<file path="src/rtl/uart_link_rx_if.sv">
// Bundles the serial link wire and the decoded keeper-position outputs of uart_link_rx.
// The master side drives rx; the slave side (the receiver) drives the decoded results.
interface uart_link_rx_if;
    logic        rx;
    logic [11:0] keeper_pos;
    logic        connect_corrected;
    logic        frame_valid;
    logic        link_error;

    modport master (
        output rx,
        input  keeper_pos,
        input  connect_corrected,
        input  frame_valid,
        input  link_error
    );

    modport slave (
        input  rx,
        output keeper_pos,
        output connect_corrected,
        output frame_valid,
        output link_error
    );
endinterface

</file>
<file path="src/rtl/uart_link_rx.sv">
// Receives the opponent board's UART link, parses A5/P1/P0/C keeper frames and tracks link liveness.
// Define UART_PARITY_EN to receive an even parity bit between the data bits and the stop bit.
module uart_link_rx #(
    parameter int CLK_FREQ       = 65_000_000,
    parameter int BAUD           = 115_200,
    parameter int TIMEOUT_CYCLES = 6_500_000,
    parameter int GAP_BYTES      = 4
) (
    input  logic          clk,
    input  logic          rst,
    uart_link_rx_if.slave link
);

    localparam int CLKS_PER_BIT = CLK_FREQ / BAUD;
    localparam int HALF_BIT     = (CLKS_PER_BIT / 2 > 0) ? CLKS_PER_BIT / 2 : 1;
`ifdef UART_PARITY_EN
    localparam int BITS_PER_BYTE = 11;
`else
    localparam int BITS_PER_BYTE = 10;
`endif
    localparam int GAP_LIMIT = GAP_BYTES * BITS_PER_BYTE * CLKS_PER_BIT;
    localparam int CNT_W     = $clog2(CLKS_PER_BIT + 1);
    localparam int GAP_W     = $clog2(GAP_LIMIT + 1);
    localparam int WD_W      = $clog2(TIMEOUT_CYCLES + 1);

    localparam logic [2:0] RX_IDLE   = 3'd0;
    localparam logic [2:0] RX_START  = 3'd1;
    localparam logic [2:0] RX_DATA   = 3'd2;
    localparam logic [2:0] RX_STOP   = 3'd3;
`ifdef UART_PARITY_EN
    localparam logic [2:0] RX_PARITY = 3'd4;
`endif

    localparam logic [1:0] P_HUNT = 2'd0;
    localparam logic [1:0] P_HI   = 2'd1;
    localparam logic [1:0] P_LO   = 2'd2;
    localparam logic [1:0] P_CHK  = 2'd3;

    localparam logic [7:0] HEADER = 8'hA5;

    logic             rx_meta_q, rx_sync_q, rx_prev_q;
    logic [2:0]       rxs_q, rxs_d;
    logic [CNT_W-1:0] cnt_q, cnt_d;
    logic [2:0]       idx_q, idx_d;
    logic [7:0]       shift_q, shift_d;
    logic             bv_q, bv_d;
    logic             fe_q, fe_d;
    logic             bit_done;

    logic [1:0]       pst_q, pst_d;
    logic [3:0]       p1_q, p1_d;
    logic [7:0]       p0_q, p0_d;
    logic [GAP_W-1:0] gap_q, gap_d;
    logic [WD_W-1:0]  wd_q, wd_d;
    logic [11:0]      keeper_q, keeper_d;
    logic             conn_q, conn_d;
    logic             fv_q, le_q;
    logic             accept, err;

    // Two-stage synchroniser plus one history stage for start-edge detection; idle line is high.
    always_ff @(posedge clk or posedge rst) begin
        if (rst) begin
            rx_meta_q <= 1'b1;
            rx_sync_q <= 1'b1;
            rx_prev_q <= 1'b1;
        end else begin
            rx_meta_q <= link.rx;
            rx_sync_q <= rx_meta_q;
            rx_prev_q <= rx_sync_q;
        end
    end

    assign bit_done = (cnt_q == CNT_W'(CLKS_PER_BIT - 1));

    always_comb begin
        rxs_d   = rxs_q;
        cnt_d   = cnt_q;
        idx_d   = idx_q;
        shift_d = shift_q;
        bv_d    = 1'b0;
        fe_d    = 1'b0;
        case (rxs_q)
            RX_IDLE: begin
                cnt_d = '0;
                idx_d = '0;
                if (rx_prev_q && !rx_sync_q) rxs_d = RX_START;
            end
            RX_START: begin
                if (cnt_q == CNT_W'(HALF_BIT - 1)) begin
                    cnt_d = '0;
                    rxs_d = rx_sync_q ? RX_IDLE : RX_DATA;
                end else begin
                    cnt_d = cnt_q + CNT_W'(1);
                end
            end
            RX_DATA: begin
                if (bit_done) begin
                    cnt_d   = '0;
                    shift_d = {rx_sync_q, shift_q[7:1]};
                    idx_d   = idx_q + 3'd1;
                    if (idx_q == 3'd7) begin
`ifdef UART_PARITY_EN
                        rxs_d = RX_PARITY;
`else
                        rxs_d = RX_STOP;
`endif
                    end
                end else begin
                    cnt_d = cnt_q + CNT_W'(1);
                end
            end
`ifdef UART_PARITY_EN
            RX_PARITY: begin
                if (bit_done) begin
                    cnt_d = '0;
                    if ((^shift_q) != rx_sync_q) begin
                        fe_d  = 1'b1;
                        rxs_d = RX_IDLE;
                    end else begin
                        rxs_d = RX_STOP;
                    end
                end else begin
                    cnt_d = cnt_q + CNT_W'(1);
                end
            end
`endif
            RX_STOP: begin
                if (bit_done) begin
                    cnt_d = '0;
                    if (rx_sync_q) bv_d = 1'b1;
                    else           fe_d = 1'b1;
                    rxs_d = RX_IDLE;
                end else begin
                    cnt_d = cnt_q + CNT_W'(1);
                end
            end
            default: rxs_d = RX_IDLE;
        endcase
    end

    // Frame parser; a framing/parity error always wins over byte delivery and gap expiry.
    always_comb begin
        pst_d  = pst_q;
        p1_d   = p1_q;
        p0_d   = p0_q;
        accept = 1'b0;
        err    = 1'b0;
        if (fe_q) begin
            err   = 1'b1;
            pst_d = P_HUNT;
        end else if (bv_q) begin
            case (pst_q)
                P_HUNT: if (shift_q == HEADER) pst_d = P_HI;
                P_HI: begin
                    if (shift_q[7:4] != 4'd0) begin
                        err   = 1'b1;
                        pst_d = P_HUNT;
                    end else begin
                        p1_d  = shift_q[3:0];
                        pst_d = P_LO;
                    end
                end
                P_LO: begin
                    p0_d  = shift_q;
                    pst_d = P_CHK;
                end
                default: begin
                    if (shift_q == (HEADER ^ {4'd0, p1_q} ^ p0_q)) accept = 1'b1;
                    else                                           err    = 1'b1;
                    pst_d = P_HUNT;
                end
            endcase
        end else if (pst_q != P_HUNT && gap_q == GAP_W'(GAP_LIMIT)) begin
            pst_d = P_HUNT;
        end
    end

    always_comb begin
        gap_d = gap_q;
        if (pst_q == P_HUNT || bv_q)           gap_d = '0;
        else if (gap_q != GAP_W'(GAP_LIMIT))   gap_d = gap_q + GAP_W'(1);
    end

    // An accept clears the watchdog even on the cycle it would otherwise expire.
    always_comb begin
        wd_d     = wd_q;
        conn_d   = conn_q;
        keeper_d = keeper_q;
        if (accept) begin
            wd_d     = '0;
            conn_d   = 1'b1;
            keeper_d = {p1_q, p0_q};
        end else if (wd_q == WD_W'(TIMEOUT_CYCLES)) begin
            conn_d = 1'b0;
        end else begin
            wd_d = wd_q + WD_W'(1);
        end
    end

    always_ff @(posedge clk or posedge rst) begin
        if (rst) begin
            rxs_q    <= RX_IDLE;
            cnt_q    <= '0;
            idx_q    <= '0;
            bv_q     <= 1'b0;
            fe_q     <= 1'b0;
            pst_q    <= P_HUNT;
            gap_q    <= '0;
            wd_q     <= '0;
            keeper_q <= '0;
            conn_q   <= 1'b0;
            fv_q     <= 1'b0;
            le_q     <= 1'b0;
        end else begin
            rxs_q    <= rxs_d;
            cnt_q    <= cnt_d;
            idx_q    <= idx_d;
            bv_q     <= bv_d;
            fe_q     <= fe_d;
            pst_q    <= pst_d;
            gap_q    <= gap_d;
            wd_q     <= wd_d;
            keeper_q <= keeper_d;
            conn_q   <= conn_d;
            fv_q     <= accept;
            le_q     <= err;
        end
    end

    // Payload registers are only read once the control path marks them valid.
    always_ff @(posedge clk) begin
        shift_q <= shift_d;
        p1_q    <= p1_d;
        p0_q    <= p0_d;
    end

    assign link.keeper_pos        = keeper_q;
    assign link.connect_corrected = conn_q;
    assign link.frame_valid       = fv_q;
    assign link.link_error        = le_q;

endmodule

</file>
<file path="src/flat_wrapper.sv">
// flat-port wrapper written by rule: the top's interface ports become plain ports
module uart_link_rx_flat 
#(
    parameter int CLK_FREQ       = 65_000_000,
    parameter int BAUD           = 115_200,
    parameter int TIMEOUT_CYCLES = 6_500_000,
    parameter int GAP_BYTES      = 4
)
  (clk, rst, link_rx, link_keeper_pos, link_connect_corrected, link_frame_valid, link_link_error);
  uart_link_rx_if link_i ();
  input  logic clk;
  input  logic rst;
  input wire logic [$bits(link_i.rx)-1:0] link_rx;
  output wire logic [$bits(link_i.keeper_pos)-1:0] link_keeper_pos;
  output wire logic [$bits(link_i.connect_corrected)-1:0] link_connect_corrected;
  output wire logic [$bits(link_i.frame_valid)-1:0] link_frame_valid;
  output wire logic [$bits(link_i.link_error)-1:0] link_link_error;
  assign link_i.rx = link_rx;
  assign link_keeper_pos = link_i.keeper_pos;
  assign link_connect_corrected = link_i.connect_corrected;
  assign link_frame_valid = link_i.frame_valid;
  assign link_link_error = link_i.link_error;
  uart_link_rx #(.CLK_FREQ(CLK_FREQ), .BAUD(BAUD), .TIMEOUT_CYCLES(TIMEOUT_CYCLES), .GAP_BYTES(GAP_BYTES)) u_core (.clk(clk), .rst(rst), .link(link_i));
endmodule
</file>
<file path="config.mk">
export PLATFORM = sky130hd
export DESIGN_NAME = uart_link_rx_flat
export DESIGN_NICKNAME = d
export VERILOG_FILES = /design/src/rtl/uart_link_rx_if.sv /design/src/rtl/uart_link_rx.sv /design/src/flat_wrapper.sv
export SDC_FILE = /design/constraint.sdc
export NUM_CORES = 1
export LEC_CHECK = 0
export ABC_CLOCK_PERIOD_IN_PS = 3300
export CAP_MARGIN = 0
export CORE_MARGIN = 10
export CORE_UTILIZATION = 40
export DETAILED_ROUTE_END_ITERATION = 7
export PLACE_DENSITY = 0.56
export SLEW_MARGIN = 0
export SYNTH_ARGS = -nofsm -noshare
export SYNTH_HDL_FRONTEND = slang
export SYNTH_SLANG_ARGS = --single-unit
</file>
<file path="constraint.sdc">
create_clock -name clk -period 3.3 [get_ports clk]
set_input_delay 0.825 -clock clk [delete_from_list [all_inputs] [get_ports clk]]
set_output_delay 0.825 -clock clk [all_outputs]
set_load 0.02 [all_outputs]
</file>
==> flow_metrics.env, run 1 <==
export IMPL_drt_pass1_iterations=4
export IMPL_drive_above_1_share_pct=12.4
export IMPL_die_h_um=123
export IMPL_maxCapViolCount=0
export IMPL_cts_reportedPaths_clkPinSlew_ns=0.10
export IMPL_status="finished clean"
export IMPL_synth_compound_area_share_pct=2.87
export IMPL_dp_hpwl_mm=5.10
export IMPL_htreeDepth=3
export IMPL_async_reset_ff_share_pct=78.9
export IMPL_synthCells=365
export IMPL_power_frac_comb_pct=2.1
export IMPL_cts_root_buf="clkbuf_8"
export IMPL_switching_share_pct=24.2
export IMPL_drv_slew=0
export IMPL_worstRegToRegCells=4
export IMPL_min_delay_start="u_core.rx_meta_q"
export IMPL_syn_nets=376
export IMPL_finalCritPeriodShare_pct=73.0
export IMPL_syn_avg_cell_area_um2=11.7
export IMPL_cts_buffers=9
export IMPL_antenna_found_initial=0
export IMPL_yosysSeqAreaShare_pct=58.1
export IMPL_clockBufferDepth=2
export IMPL_yosys_mux_area_fraction_pct=4.28
export IMPL_cts_setup_buffers=0
export IMPL_synth_simple_gate_area_share_pct=19.0
export IMPL_grt_pass1_wl_mm=12.9
export IMPL_syn_to_final_growth_pct=12.5
export IMPL_synth_cell_type_count=49
export IMPL_place_gp_congestion=0.828
export IMPL_track_usage_pct=10.5
export IMPL_rsz0062_at_grt="no"
export IMPL_arrival_ns=2.39
export IMPL_grt_pass1_vias=2713
export IMPL_core_area_um2=10400
export IMPL_power_frac_seq_pct=61.0
export IMPL_clock_latency_ns=0.36
export IMPL_clkPwrFrac_pct=37.0
export IMPL_final_antenna_net_count=0
export IMPL_crit_fanout=11
export IMPL_required_ns=3.28
export IMPL_fmax_mhz=415
export IMPL_nNetsFinal=400
export IMPL_cts_sinks=95
export IMPL_cts_tree="done"
export IMPL_worst_pin_slew_ns=0.861
export IMPL_power_density_nw_per_um2=412
export IMPL_synth_edf_count=20
export IMPL_r2r_start="u_core.cnt_q[2]"
export IMPL_fin_skew_ns=0.0156
export IMPL_fin_tns_setup_ns=0
export IMPL_die_area_um2=15200
export IMPL_yosysWarnings=0
export IMPL_initial_core_util_pct=41.2
export IMPL_hold_viol=0
export IMPL_worstSetupPathType="flop to flop"
export IMPL_r2r_slack_ns=0.89
export IMPL_synth_fa_ha_area_share_pct=2.34
export IMPL_wl_per_cell_um=14.0
export IMPL_setup_viol=0
export IMPL_drt_wl_total_mm=7.40
export IMPL_grt_overflow_total=0
export IMPL_synth_top_family_by_area="simple AND/OR/NAND/NOR gates"
export IMPL_p_switching_mw=0.480
export IMPL_postCtsHoldBufs=0
export IMPL_startpoint_type="flop"
export IMPL_vias=2624
export IMPL_grt_max_degree=29
export IMPL_io_pins=18
export IMPL_synthesis_area_um2=4270
export IMPL_ys_flop_type="dfrtp_1"
export IMPL_endpoint_kind="flop"
export IMPL_layout_min_cycle_time_ns=2.41
export IMPL_crit_path_start="u_core.cnt_q[2]"
export IMPL_synth_xor_area_share_pct=11.3
export IMPL_row_count=37
export IMPL_cts_resized=0
export IMPL_die_width_um=123
export IMPL_via_per_inst=4.95
export IMPL_p_leak_nw=2.08
export IMPL_antennaDiodeCount=0
export IMPL_final_util_pct=46.3
export IMPL_hp_class="flop to flop"
export IMPL_synth_seq_cells=95
export IMPL_cp_endpoint="u_core.shift_q[6]"
export IMPL_vdd_drop_max_v=0.000230
export IMPL_p_int_mw=1.50
export IMPL_first_iter_violations=119
export IMPL_io_buffers=17
export IMPL_worst_r2r_endpoint="u_core.shift_q[6]"
export IMPL_slew_headroom_pct=42.4
export IMPL_drc_errors=0
[layer usage]
| layer | track usage, % | up-vias | routed length, um |
|---|---|---|---|
| met5 | 0 | - | 0 |
| met4 | 3.78 | 0 | 102 |
| met3 | 2.87 | 8 | 231 |
| met2 | 16.8 | 21 | 3450 |
| met1 | 13.5 | 1282 | 3620 |
| li1 | - | 1313 | - |
[registers in the layout (all words and copies together), names as in the netlist]
signal,count
u_core.p1_q,4
u_core.wd_q,23
u_core.fe_q,1
u_core.pst_q,2
u_core.shift_q,8
u_core.rx_meta_q,1
u_core.bv_q,1
u_core.link.connect_corrected,1
u_core.link.frame_valid,1
u_core.rx_prev_q,1
u_core.rxs_q,2
u_core.gap_q,15
u_core.link.keeper_pos,12
u_core.link.link_error,1
u_core.rx_sync_q,1
u_core.p0_q,8
u_core.cnt_q,10
u_core.idx_q,3
[layout by cell type (no fill, tap or decap), types with 3 or more instances in the layout]
cell type        instances
ha_1                     8
nor2_1                  58
nor4b_1                  3
xnor2_1                 17
inv_1                   10
dfrtp_1                 72
nand4_1                  8
and4_1                   6
clkbuf_8                 9
buf_4                    5
and3_1                  12
edfxtp_1                20
nor3b_1                  3
clkdlybuf4s50_1         17
dfstp_2                  3
nor3_1                   5
nand2_1                 14
nand3_1                 24
clkinvlp_4               3
xor2_1                  38
mux2_2                  14
[how the worst min path moves through the flow]
stage,to,slack [ns],depth (start not counted)
after global placement,u_core.rx_sync_q,0.35,0
after global routing,u_core.rx_sync_q,0.37,0
after floorplan,u_core.rx_sync_q,0.35,0
after detailed placement,u_core.rx_sync_q,0.35,0
after CTS,u_core.rx_sync_q,0.36,0
final,u_core.rx_sync_q,0.36,0
[synth_stat cells (all sizes together) (2+ instances only)]
cell    number  area (um^2)
a22o         2         20.0
and3        13         82.6
or4          2         15.0
nor4         2         12.5
nor2        59          229
or3          3         23.8
o21ai        3         15.0
or4bb        2         22.5
nand4        8         50.1
mux2        15          173
dfrtp       72         1800
buf          5         30.0
dfstp        3         78.8
nand2       14         52.6
nor3b        3         22.5
and4         6         52.6
nand4b       2         17.5
a21o         2         15.0
nor4b        3         26.3
inv         11         41.3
nand3       24          120
ha           8          100
edfxtp      20          601
a21oi        3         18.8
clkbuf       5         18.8
xor2        38          333
a31oi        2         12.5
nor3         5         25.0
xnor2       17          149
[critical path: stages (launching register included)]
cell	delay [ns]
dfrtp_1	0.43
or4b_4	0.56
nor3_1	0.24
nand2_1	0.13
nor2_1	0.67
[power groups by stage]
stage	sequential (mW)	clock (mW)	combinational [mW]
2_1_floorplan	1.23	0	0.0309
3_3_place_gp	1.23	0	0.0421
3_5_place_dp	1.23	0	0.0429
4_1_cts	1.21	0.760	0.0429
5_1_grt	1.21	0.810	0.0477
6_report	1.21	0.733	0.0406
[layout make-up]
class | count | area (um^2)
Fill cell | 961 | 5560
Multi-Input combinational cell | 249 | 1700
Sequential cell | 95 | 2480
Tap cell | 136 | 170
Clock buffer | 9 | 124
Inverter | 11 | 41.3
Timing Repair Buffer | 23 | 228
Clock inverter | 7 | 62.6
[through the flow]
stage	hold slack [ns]	worst slack (ns)	total power [mW]	area [um^2]	std cells
floorplan	0.345	0.570	1.26	4270	365
CTS	0.363	0.895	2.01	4810	530
finish	0.361	0.891	1.98	4810	530
global placement	0.347	0.965	1.27	4620	514
detailed placement	0.347	0.913	1.27	4620	514
global route	0.369	0.735	2.07	4810	530
[cell families (layout without fill, tap and decap cells)]
kind of cell / Yosys count / in the layout
buf+inv: 21 / 50
compound gates: 17 / 17
xor+xnor: 55 / 55
fa+ha+maj: 8 / 8
flops: 95 / 95
simple gates: 153 / 153
mux: 16 / 16
Note: power is estimated with default switching activity, not from simulation.
==> run 2: changes to the inputs <==
ABC_CLOCK_PERIOD_IN_PS = 2300   (was 3300)
clock period = 2.3 ns   (was 3.3 ns; I/O delays follow)
==> flow_metrics.env, run 2 (synthesized netlist as in run 1, its figures left out) <==
export IMPL_postCtsHoldBufs=0
export IMPL_layout_min_cycle_time_ns=2.08
export IMPL_row_count=37
export IMPL_cts_resized=0
export IMPL_placed_cells_incl_taps=516
export IMPL_syn_to_final_growth_pct=13.4
export IMPL_status="finished clean"
export IMPL_max_stage_delay_ns=0.47
export IMPL_place_gp_congestion=0.813
export IMPL_via_per_inst=4.94
export IMPL_antenna_found_initial=0
export IMPL_cts_setup_buffers=0
export IMPL_maxCapViolCount=0
export IMPL_initial_core_util_pct=41.2
export IMPL_regMostFlops="u_core.wd_q"
export IMPL_fin_tns_setup_ns=0
export IMPL_startpoint_type="flop"
export IMPL_cts_reportedPaths_clkPinSlew_ns=0.09
export IMPL_cts_tree="done"
export IMPL_final_area_um2=4840
export IMPL_clockBufferDepth=2
export IMPL_fin_cells=532
export IMPL_largest_reg_flops=23
export IMPL_mostFrequentLayoutCell="dfrtp_1"
export IMPL_worst_pin_slew_ns=0.502
export IMPL_die_area_um2=15200
export IMPL_vdd_drop_max_v=0.000339
export IMPL_first_iter_violations=123
export IMPL_endpoint_kind="flop"
export IMPL_drv_slew=0
export IMPL_drt_pass1_iterations=4
export IMPL_slew_headroom_pct=66.5
export IMPL_clock_latency_ns=0.37
export IMPL_dpl_instance_area_um2=4660
export IMPL_htreeDepth=3
export IMPL_worstSetupPathType="flop to flop"
export IMPL_vias=2628
export IMPL_r2r_start="u_core.gap_q[0]"
export IMPL_layout_common_cells="72 x dfrtp_1, 58 x nor2_1, 38 x xor2_1"
export IMPL_arrival_ns=2.34
export IMPL_setup_viol=0
export IMPL_p_leak_nw=2.10
export IMPL_dp_hpwl_mm=5.01
export IMPL_finalCritPeriodShare_pct=90.6
export IMPL_track_usage_pct=10.4
export IMPL_core_area_um2=10400
export IMPL_crit_chain="inv_1, ha_1, or4bb_1, or3_1, nor2_4, nor3_1, a21o_1"
export IMPL_cts_sinks=95
export IMPL_grt_pass1_vias=2683
export IMPL_hp_class="flop to flop"
export IMPL_required_ns=2.55
export IMPL_grt_max_degree=37
export IMPL_grt_pass1_wl_mm=12.8
export IMPL_nNetsFinal=402
export IMPL_total_power_mw=2.82
export IMPL_fin_skew_ns=0.0172
export IMPL_crit_path_start="u_core.gap_q[0]"
export IMPL_cp_slowest_cell="or4bb_1"
export IMPL_drive_above_1_share_pct=12.6
export IMPL_whs_ns=0.361
export IMPL_io_pins=18
export IMPL_crit_fanout=7
export IMPL_power_density_nw_per_um2=581
export IMPL_fmax_mhz=480
export IMPL_cts_root_buf="clkbuf_8"
export IMPL_die_h_um=123
export IMPL_hold_viol=0
export IMPL_fillers=972
export IMPL_final_antenna_net_count=0
export IMPL_drt_wl_total_mm=7.26
export IMPL_io_buffers=17
export IMPL_grt_overflow_total=0
export IMPL_cts_buffers=9
export IMPL_drc_errors=0
export IMPL_antennaDiodeCount=0
export IMPL_die_width_um=123
export IMPL_wl_per_cell_um=13.7
export IMPL_rsz0062_at_grt="no"
export IMPL_min_delay_start="u_core.rx_meta_q"
[run 2: area by class of cell]
| cell class | instances | area, um^2 | share of cell area, % |
|---|---|---|---|
| inverters | 11 | 45.0 | 0.930 |
| well taps | 136 | 170 | 3.51 |
| multi-input cells | 249 | 1700 | 35.1 |
| repair buffers | 25 | 268 | 5.53 |
| flip-flops and latches | 95 | 2480 | 51.2 |
| clock buffers | 10 | 128 | 2.63 |
| clock inverters | 6 | 52.6 | 1.08 |
[run 2: worst max-delay path: cells and delay by family, from the launching register on]
kind	cells	cell delay [ns]
compound gates	1	0.15
fa+ha+maj	1	0.14
buf+inv	1	0.08
flops	1	0.45
simple gates	4	1.15
[run 2: through the flow]
stage	worst slack (ns)	util [%]
after floorplan	0.172	-
after global placement	0.289	45.0
after detailed placement	0.221	45.0
after CTS	0.200	46.7
after global routing	0.103	46.7
final	0.217	46.7
[run 2: metal layers]
metal	vias up	track usage [%]	share of wire, %
met1	1271	13.7	49
met3	5	2.73	4.2
met2	36	16.0	45
li1	1316	-	-
met4	0	4.00	1.1
met5	-	0	0
[run 2: path summary, 6_finish.rpt]
path | to | slack [ns] | depth (start not counted)
hold / removal | u_core.rx_sync_q | 0.36 | 0
hold reg to reg | u_core.rx_sync_q | 0.36 | 0
setup reg to reg | u_core.gap_q[0] | 0.22 | 7
setup / recovery | u_core.gap_q[0] | 0.22 | 7
min in group asynchronous | u_core.wd_q[9] | 0.58 | 2
max in group asynchronous | u_core.cnt_q[4] | 1.20 | 3
[run 2: report_power, final]
part           leakage, nW  internal, mW  switching [mW]  total [mW]
sequential            1.20          1.72          0.0114        1.73
clock               0.0937         0.414           0.605        1.02
combinational        0.802        0.0222          0.0409      0.0631
==> run 3: changes to the inputs <==
CAP_MARGIN = unset   (was 0)
==> results of run 3 <==
Final layout, timing and power as in run 2 (identical DEF).
